File: config.mk
export PLATFORM = sky130hd
export DESIGN_NAME = ultrasonic_range_ctrl
export DESIGN_NICKNAME = d
export VERILOG_FILES = /design/src/rtl/ultrasonic_range_ctrl.sv
export SDC_FILE = /design/constraint.sdc
export NUM_CORES = 1
export LEC_CHECK = 0
export BUFFER_PORTS_ARGS = -buffer_cell sky130_fd_sc_hd__buf_2
export CORE_ASPECT_RATIO = 1.75
export CORE_MARGIN = 2
export CORE_UTILIZATION = 62
export CTS_CLUSTER_SIZE = 12
export DETAILED_ROUTE_END_ITERATION = 10
export PLACE_DENSITY_LB_ADDON = 0.05
export REMOVE_ABC_BUFFERS = 1
export SYNTH_ARGS = -nofsm -noshare
export SYNTH_HDL_FRONTEND = slang
export SYNTH_SLANG_ARGS = --single-unit
File: constraint.sdc
create_clock -name clk -period 5.45 [get_ports clk]
set_clock_uncertainty 0.1 [all_clocks]
set_input_delay 0.8175 -clock clk [delete_from_list [all_inputs] [get_ports clk]]
set_output_delay 0.8175 -clock clk [all_outputs]
set_load 0.03 [all_outputs]
File: src/rtl/ultrasonic_range_ctrl.sv
`default_nettype none
// ============================================================================
// Module      : ultrasonic_range_ctrl
// Description : HC-SR04-style ranging sequencer. Issues the trigger pulse,
//               waits for echo rise, times the echo width in microseconds,
//               converts it to centimetres and holds off before re-arming.
//               A single prescaler/microsecond counter is shared by every
//               state and restarts on each state entry.
// Revision    : 1.0 - initial release
// ============================================================================
module ultrasonic_range_ctrl #(
    parameter int CLKSPDMHZ  = 100,
    parameter int TRIG_US    = 10,
    parameter int TIMEOUT_US = 38000,
    parameter int HOLDOFF_US = 60000
) (
    input  logic        clk,
    input  logic        reset_n,
    input  logic        start,
    input  logic        cont,
    input  logic        echo,
    output logic        trig,
    output logic        busy,
    output logic        done,
    output logic        timeout,
    output logic [15:0] echo_us,
    output logic [9:0]  dist_cm
);

    // Prescaler width; a 1 MHz clock still gets a one-bit counter.
    localparam int c_PW = (CLKSPDMHZ > 1) ? $clog2(CLKSPDMHZ) : 1;

    localparam logic [c_PW-1:0] c_PRE_LAST     = c_PW'(CLKSPDMHZ - 1);
    localparam logic [15:0]     c_TRIG_LAST    = 16'(TRIG_US - 1);
    localparam logic [15:0]     c_TIMEOUT_LAST = 16'(TIMEOUT_US - 1);
    localparam logic [15:0]     c_HOLDOFF_LAST = 16'(HOLDOFF_US - 1);

    // 1130 / 65536 approximates 1/58 (microseconds of round trip per cm).
    localparam logic [31:0]     c_CM_MULT      = 32'd1130;

    localparam logic [2:0] c_IDLE      = 3'd0;
    localparam logic [2:0] c_TRIG      = 3'd1;
    localparam logic [2:0] c_WAIT_RISE = 3'd2;
    localparam logic [2:0] c_MEASURE   = 3'd3;
    localparam logic [2:0] c_HOLDOFF   = 3'd4;

    logic [2:0]      r_state;
    logic [2:0]      w_state_nxt;

    logic            r_echo_s1;
    logic            r_echo_s2;
    logic            r_echo_prev;
    logic            w_rise;
    logic            w_fall;

    logic [c_PW-1:0] r_pre;
    logic [15:0]     r_us;
    logic            w_tick;
    logic            w_trig_end;
    logic            w_wait_end;
    logic            w_hold_end;

    logic            w_busy;
    logic            w_pub_meas;
    logic            w_pub_to;

    logic [31:0]     w_prod;
    logic [9:0]      w_dist;

    logic            r_trig;
    logic            r_done;
    logic            r_timeout;
    logic [15:0]     r_echo_us;
    logic [9:0]      r_dist_cm;

    // Two-flop synchronizer for the asynchronous echo pin plus one history flop.
    always_ff @(posedge clk or negedge reset_n) begin
        if (!reset_n) begin
            r_echo_s1   <= 1'b0;
            r_echo_s2   <= 1'b0;
            r_echo_prev <= 1'b0;
        end else begin
            r_echo_s1   <= echo;
            r_echo_s2   <= r_echo_s1;
            r_echo_prev <= r_echo_s2;
        end
    end

    // A stale high echo shows no rise until it has been seen low first.
    assign w_rise = r_echo_s2 & ~r_echo_prev;
    assign w_fall = ~r_echo_s2 & r_echo_prev;

    assign w_tick     = (r_pre == c_PRE_LAST);
    assign w_trig_end = w_tick && (r_us == c_TRIG_LAST);
    assign w_wait_end = w_tick && (r_us == c_TIMEOUT_LAST);
    assign w_hold_end = w_tick && (r_us == c_HOLDOFF_LAST);

    // Shared microsecond timebase, restarted whenever the state changes.
    always_ff @(posedge clk or negedge reset_n) begin
        if (!reset_n) begin
            r_pre <= '0;
            r_us  <= '0;
        end else if (w_state_nxt != r_state) begin
            r_pre <= '0;
            r_us  <= '0;
        end else begin
            r_pre <= w_tick ? '0 : (r_pre + c_PW'(1));
            if (w_tick) begin
                r_us <= r_us + 16'd1;
            end
        end
    end

    // State register.
    always_ff @(posedge clk or negedge reset_n) begin
        if (!reset_n) begin
            r_state <= c_IDLE;
        end else begin
            r_state <= w_state_nxt;
        end
    end

    // Next-state logic; an echo edge wins over a timeout landing on the same cycle.
    always_comb begin
        w_state_nxt = r_state;
        case (r_state)
            c_IDLE: begin
                if (start || cont) begin
                    w_state_nxt = c_TRIG;
                end
            end
            c_TRIG: begin
                if (w_trig_end) begin
                    w_state_nxt = c_WAIT_RISE;
                end
            end
            c_WAIT_RISE: begin
                if (w_rise) begin
                    w_state_nxt = c_MEASURE;
                end else if (w_wait_end) begin
                    w_state_nxt = c_HOLDOFF;
                end
            end
            c_MEASURE: begin
                if (w_fall || w_wait_end) begin
                    w_state_nxt = c_HOLDOFF;
                end
            end
            c_HOLDOFF: begin
                if (w_hold_end) begin
                    w_state_nxt = c_IDLE;
                end
            end
            default: begin
                w_state_nxt = c_IDLE;
            end
        endcase
    end

    // Output decode: busy level and the two mutually exclusive publish events.
    always_comb begin
        w_busy     = (r_state != c_IDLE);
        w_pub_meas = 1'b0;
        w_pub_to   = 1'b0;
        case (r_state)
            c_WAIT_RISE: begin
                w_pub_to = w_wait_end && !w_rise;
            end
            c_MEASURE: begin
                w_pub_meas = w_fall;
                w_pub_to   = w_wait_end && !w_fall;
            end
            default: begin
                w_pub_meas = 1'b0;
                w_pub_to   = 1'b0;
            end
        endcase
    end

    // Distance in cm from the whole microseconds elapsed; result fits 10 bits.
    assign w_prod = {16'd0, r_us} * c_CM_MULT;
    assign w_dist = 10'(w_prod >> 16);

    // Registered pin/result outputs; trig follows the state being entered.
    always_ff @(posedge clk or negedge reset_n) begin
        if (!reset_n) begin
            r_trig    <= 1'b0;
            r_done    <= 1'b0;
            r_timeout <= 1'b0;
            r_echo_us <= 16'd0;
            r_dist_cm <= 10'd0;
        end else begin
            r_trig <= (w_state_nxt == c_TRIG);
            r_done <= w_pub_meas | w_pub_to;
            if (w_pub_meas) begin
                r_timeout <= 1'b0;
                r_echo_us <= r_us;
                r_dist_cm <= w_dist;
            end else if (w_pub_to) begin
                r_timeout <= 1'b1;
                r_echo_us <= 16'hFFFF;
                r_dist_cm <= 10'h3FF;
            end
        end
    end

    assign trig    = r_trig;
    assign busy    = w_busy;
    assign done    = r_done;
    assign timeout = r_timeout;
    assign echo_us = r_echo_us;
    assign dist_cm = r_dist_cm;

endmodule
`default_nettype wire

==> flow_summary_export.csv, run 1 <==
group,metric,value,unit
run_status,status,"finished, final reports clean",
worst_setup_path,start_kind,"register",
timing,period_needed,4.88,ns
logic_synthesis,yosysWarnings,0,
hold_path,hold_start,"r_echo_s1",
logic_synthesis,ys_ff_latch,58,
route,vias_per_cell,5.93,
logic_synthesis,seq_area_frac_synth,0.280,
global_routing,grt_overflow,0,
finish,final_cell_area,5710,um^2
clocking,cts_tree,"built",
timing,worst_pin_slew,0.758,ns
finish,fin_nets,704,
logic_synthesis,avgSynthCellArea,9.80,um^2
clocking,numCtsBuffers,9,
die,io_pins,35,
route,drcViolationCount,0,
hold_path,holdPathEnd,"r_echo_s2",
timing,tns,0,ns
logic_synthesis,synth_fa_ha_area_frac,0.372,
worst_setup_path,crit_arrival,5.02,ns
logic_synthesis,synth_top_area_share,0.280,
worst_setup_path,critPathKind,"register to register",
logic_synthesis,ys.flop_type,"dfrtp_1",
route,vias,3925,
timing,finalMaxSlewViolations,0,
timing,period_share,0.895,
pwr,power.density,205,nW/um^2
pwr,seqPwrFrac,0.423,
worst_setup_path,r2r_setup_slack,0.57,ns
logic_synthesis,synthArstFlopShare,1.00,
global_routing,antenna_found_initial,0,
worst_setup_path,reg2reg_depth,14,
pwr,pwr-share-clk,0.457,
hold_path,hp-class,"register to register",
route,routed_wirelength,12400,um
pwr,p_sw_frac,0.279,
clocking,cts_max_level,3,
logic_synthesis,synth_top_area_cell,"dfrtp_1",
worst_setup_path,rr_endpoint,"dist_cm[9]",
route,drt_pass1_iterations,4,
logic_synthesis,synth_area,5180,um^2
global_routing,grt_first_pass_wirelength,20700,um
logic_synthesis,synth_cells,528,
clocking,cts_setup_buffers,0,
die,dieArea,9120,um^2
timing,finalSetupViolCount,0,
worst_setup_path,required,5.59,ns
finish,drive_gt1_frac,0.111,
clocking,hold_buffers,0,
worst_setup_path,critPathMaxFanout,7,
logic_synthesis,synth_compound_area_frac,0.105,
logic_synthesis,netlist_top_cells_area,"dfrtp_1 (28%), ha_1 (24%), fa_1 (13%)",
clocking,cts-root-buf,"clkbuf_16",
pwr,total_power,1.17,mW
clocking,clock_path_buffers,2,
pwr,p_switching,0.326,mW
die,chipWidth,73.1,um
global_routing,grt_use_total,0.300,
finish,diodes,0,
logic_synthesis,synthMuxAreaShare,0.0102,
timing,fmax,0.205,GHz
logic_synthesis,synth_top_family_by_area,"adder cells",
finish,final_common_cell,"ha_1",
pwr,p_leak,3.33,nW
route,wire_per_inst,18.7,um
logic_synthesis,synth-xor-area-share,0.0423,
clocking,clk_pin_slew,0.06,ns
clocking,insertion_delay,0.34,ns
timing,max-slew-margin-rel,0.484,
finish,fin_util,0.696,
clocking,ctsResizeCount,0,
clocking,cts.sinks,58,
die,initial_utilization,0.631,
route,first_iter_violations,174,
global_routing,grt_max_degree,59,
die,dieHeight,125,um
placed_design,place_congestion,0.908,
global_routing,grt_pass1_vias,4241,
pwr,intPower,0.843,mW
logic_synthesis,synth_edf_count,0,
pwr,vdd_drop_max,0.159,mV
worst_setup_path,end_kind,"register",
worst_setup_path,reg2reg_from,"r_us[10]",
hold_path,hold_depth,0,
die,rows,44,
logic_synthesis,yosys.area_share.simple,0.124,
timing,setup_ws,0.574,ns
logic_synthesis,synth_cell_types,48,
job,cap_viol_max_count,0,
timing,finalHoldViolCount,0,
pwr,pwr-share-comb,0.120,
route,ant_nets,0,
placed_design,placed_area,5430,um^2
finish,area_growth,10.3,%
placed_design,portBuffers,34,
finish,layout_common_cells,"ha_1 (101), inv_1 (73), nor2_1 (59)",
placed_design,hpwlAfterDp,9650,um
timing,grt_setup_unrepaired,"no",
placed_design,pre_cts_ws,0.591,ns
die,core,8200,um^2
## worst max-delay path, stage by stage, from the launching register on
cell and delay [ns]:
dfrtp_1 0.53, inv_1 0.25, ha_1 0.36, ha_1 0.30, fa_1 0.52, fa_1 0.55
inv_1 0.05, fa_1 0.50, inv_1 0.04, ha_1 0.38, and3_1 0.26, nand4_1 0.11
o21a_1 0.29, a211o_1 0.31, a211oi_1 0.21
## logic make-up after synthesis
group           Yosys count
xor+xnor                 25
simple gates            139
flops                    58
fa+ha+maj               134
buf+inv                  85
compound gates           83
mux                       4
## worst max-delay path by stage
stage | startpoint | endpoint | slack, ns | cells past startpoint
after floorplan | r_us[10] | dist_cm[9] | 1.17 | 14
after global placement | r_us[10] | dist_cm[9] | 0.58 | 14
after detailed placement | r_us[10] | dist_cm[9] | 0.59 | 14
after CTS | r_us[10] | dist_cm[9] | 0.56 | 14
after global routing | r_us[10] | dist_cm[8] | 0.39 | 15
final | r_us[10] | dist_cm[9] | 0.57 | 14
## metrics by stage
stage	hold WS (ns)	instances
after floorplan	0.231	516
after global placement	0.234	646
after detailed placement	0.236	646
after CTS	0.248	662
after global routing	0.248	662
final	0.247	662
## synth_stat cells, types with 2 or more instances
cell type    n
ha_1       101
inv_1       73
nor2_1      59
dfrtp_1     58
a21oi_1     34
fa_1        33
nand2_1     30
xnor2_1     19
nand3_1     15
nor3_1      10
and3_1       8
a21o_1       7
clkbuf_1     7
xor2_1       6
a211oi_1     5
a31oi_1      5
nand4_1      5
o21ai_0      5
o22ai_1      5
mux2i_1      3
nor3b_1      3
o22a_1       3
a41o_2       2
and4_1       2
buf_2        2
buf_6        2
nor2b_1      2
o211ai_1     2
o21a_1       2
o221ai_1     2
## power groups by stage
| stage | Combinational [mW] | Clock (mW) | Sequential, mW |
|---|---|---|---|
| 6_report | 0.140 | 0.534 | 0.495 |
| 5_1_grt | 0.161 | 0.561 | 0.498 |
| 4_1_cts | 0.142 | 0.538 | 0.495 |
| 3_5_place_dp | 0.140 | 0 | 0.503 |
| 3_3_place_gp | 0.133 | 0 | 0.501 |
| 2_1_floorplan | 0.101 | 0 | 0.493 |
## state kept, by name (all words and copies together) (netlist names)
| signal | cells |
|---|---|
| echo_us | 16 |
| r_echo_s2 | 1 |
| r_pre | 7 |
| r_us | 16 |
| trig | 1 |
| dist_cm | 10 |
| r_state | 3 |
| done | 1 |
| r_echo_prev | 1 |
| timeout | 1 |
| r_echo_s1 | 1 |
## final cells by class
cell class	count	area, um^2
Sequential cell	58	1450
Clock inverter	6	41.3
Timing Repair Buffer	38	200
Clock buffer	10	239
Fill cell	661	2490
Multi-Input combinational cell	385	3390
Inverter	73	274
Tap cell	92	115
## layer usage
layer  track usage  part of all wire  vias up
met5             0                 0        -
met4         0.168             0.055        0
met3        0.0534             0.021       38
met2         0.532              0.56       72
met1         0.321              0.37     1946
li1              -                 -     1869
(Power assumes the default switching activity.)
==> run 2, diff against run 1 <==
--- a/config.mk
+++ b/config.mk
@@ -8,7 +8,7 @@
 export BUFFER_PORTS_ARGS = -buffer_cell sky130_fd_sc_hd__buf_2
 export CORE_ASPECT_RATIO = 1.75
 export CORE_MARGIN = 2
-export CORE_UTILIZATION = 62
+export CORE_UTILIZATION = 64
 export CTS_CLUSTER_SIZE = 12
 export DETAILED_ROUTE_END_ITERATION = 10
 export PLACE_DENSITY_LB_ADDON = 0.05
==> constraint.sdc (replaced) <==
create_clock -name clk -period 6.3 [get_ports clk]
set_clock_uncertainty 0.1 [all_clocks]
set_input_delay 0.945 -clock clk [delete_from_list [all_inputs] [get_ports clk]]
set_output_delay 0.945 -clock clk [all_outputs]
set_load 0.03 [all_outputs]
==> run 2 against run 1 <==
  * Flip-flop and latch count did not move
  * Maximum frequency fell by 0.21%
  * Clock power fell by 8.1%
  * Count of clock-buffer cells in the layout rose by 1
  * Hold slack improved by 0.0015 ns
  * Global-route usage rose by 0.56 points
  * Routed wire length fell by 1.1%
  * Sequential power fell by 14%
  * Setup slack improved by 0.84 ns
  * Final area rose by 0.11%
==> flow_summary_export.csv, run 2 (synthesis gave the netlist of run 1 again) <==
group,metric,value,unit
run_status,status,"finished, final reports clean",
pwr,vdd_drop_max,0.143,mV
global_routing,grt_pass1_vias,4202,
pwr,p_sw_frac,0.260,
pwr,seqPwrFrac,0.413,
worst_setup_path,end_kind,"register",
global_routing,grt_use_total,0.306,
clocking,cts-root-buf,"clkbuf_16",
clocking,clock_path_buffers,2,
pwr,pwr-share-clk,0.474,
die,core,7910,um^2
clocking,insertion_delay,0.33,ns
timing,max-slew-margin-rel,0.486,
clocking,cts.sinks,58,
timing,fmax,0.205,GHz
pwr,p_leak,3.35,nW
clocking,cts_tree,"built",
timing,setup_ws,1.41,ns
route,drcViolationCount,0,
worst_setup_path,r2r_setup_slack,1.41,ns
timing,finalMaxSlewViolations,0,
worst_setup_path,cp_slowest_cell,"fa_1",
timing,period_share,0.776,
hold_path,hp-class,"register to register",
worst_setup_path,critPathKind,"register to register",
clocking,cts_max_level,3,
worst_setup_path,reg2reg_from,"r_us[10]",
worst_setup_path,crit_chain,"inv_1, ha_1, ha_1, fa_1, fa_1, inv_1, fa_1, inv_1, ha_1, and3_1, o221ai_1, nor3b_1, mux2i_1, nor2_1",
finish,final_common_cell,"ha_1",
placed_design,placed_area,5420,um^2
route,drt_pass1_iterations,4,
finish,drive_gt1_frac,0.107,
clocking,numCtsBuffers,9,
route,first_iter_violations,209,
worst_setup_path,rr_endpoint,"dist_cm[8]",
global_routing,grt_overflow,0,
worst_setup_path,crit_arrival,5.00,ns
finish,final_cell_area,5720,um^2
finish,fin_nets,703,
finish,area_growth,10.5,%
timing,period_needed,4.89,ns
timing,grt_setup_unrepaired,"no",
worst_setup_path,required,6.42,ns
global_routing,antenna_found_initial,0,
pwr,p_switching,0.269,mW
finish,diodes,0,
worst_setup_path,critPathMaxFanout,7,
placed_design,hpwlAfterDp,9640,um
pwr,pwr-share-comb,0.113,
hold_path,hold_start,"r_echo_s1",
clocking,clk_pin_slew,0.05,ns
placed_design,portBuffers,34,
route,vias,3919,
hold_path,holdPathEnd,"r_echo_s2",
placed_design,place_congestion,0.903,
timing,finalHoldViolCount,0,
timing,tns,0,ns
die,initial_utilization,0.654,
pwr,intPower,0.766,mW
die,dieHeight,123,um
route,ant_nets,0,
route,vias_per_cell,5.95,
die,rows,43,
worst_setup_path,reg2reg_depth,14,
clocking,cts_setup_buffers,0,
hold_path,hold_depth,0,
global_routing,grt_max_degree,59,
route,routed_wirelength,12200,um
pwr,power.density,181,nW/um^2
worst_setup_path,cpLargestDelayFamily,"adder cells",
global_routing,grt_first_pass_wirelength,20200,um
timing,worst_pin_slew,0.754,ns
timing,finalSetupViolCount,0,
placed_design,pre_cts_ws,1.47,ns
die,io_pins,35,
clocking,ctsResizeCount,0,
die,dieArea,8850,um^2
route,wire_per_inst,18.6,um
finish,layout_common_cells,"ha_1 (101), inv_1 (73), nor2_1 (59)",
job,cap_viol_max_count,0,
clocking,hold_buffers,0,
worst_setup_path,critPathMaxStageDelay,0.57,ns
worst_setup_path,crit_buf_inv,3,
worst_setup_path,start_kind,"register",
die,chipWidth,72.0,um
==> run 2: worst max-delay path by stage <==
stage	start	endpoint	depth (start not counted)
finish	r_us[10]	dist_cm[8]	14
global route	r_us[10]	dist_cm[9]	14
CTS	r_us[10]	dist_cm[8]	14
detailed placement	r_us[10]	dist_cm[8]	14
global placement	r_us[10]	dist_cm[9]	14
floorplan	r_us[10]	dist_cm[9]	14
==> run 2: final cells by class <==
class                   instances  area (um^2)
repair buffers                 37          193
clock buffers                  11          243
fillers                       632         2190
flip-flops and latches         58         1450
inverters                      73          274
clock inverters                 5         53.8
multi-input cells             385         3390
well taps                      90          113
==> run 2: through the flow <==
stage	utilization	cells	hold WS (ns)	power, mW
finish	0.723	659	0.248	1.04
global route	0.723	659	0.274	1.08
global placement	0.685	643	0.235	0.547
detailed placement	0.685	643	0.240	0.551
floorplan	-	516	0.231	0.514
CTS	0.723	659	0.252	1.04
==> run 2: worst reg2reg max path, cell delays in order, from the launching register on <==
cell	delay [ns]
dfrtp_1	0.54
inv_1	0.25
ha_1	0.35
ha_1	0.31
fa_1	0.52
fa_1	0.57
inv_1	0.06
fa_1	0.50
inv_1	0.04
ha_1	0.37
and3_1	0.26
o221ai_1	0.18
nor3b_1	0.42
mux2i_1	0.24
nor2_1	0.06
==> run 2: power groups by stage <==
stage / clock (mW) / sequential (mW) / combinational (mW)
CTS: 0.493 / 0.428 / 0.119
global route: 0.509 / 0.430 / 0.138
floorplan: 0 / 0.427 / 0.0874
global placement: 0 / 0.433 / 0.114
finish: 0.491 / 0.428 / 0.117
detailed placement: 0 / 0.434 / 0.117
==> run 2: metal layers <==
layer | GRT usage | routed length (um)
met3 | 0.0481 | 267
met2 | 0.568 | 6980
met4 | 0.182 | 591
met5 | 0 | 0
met1 | 0.316 | 4410
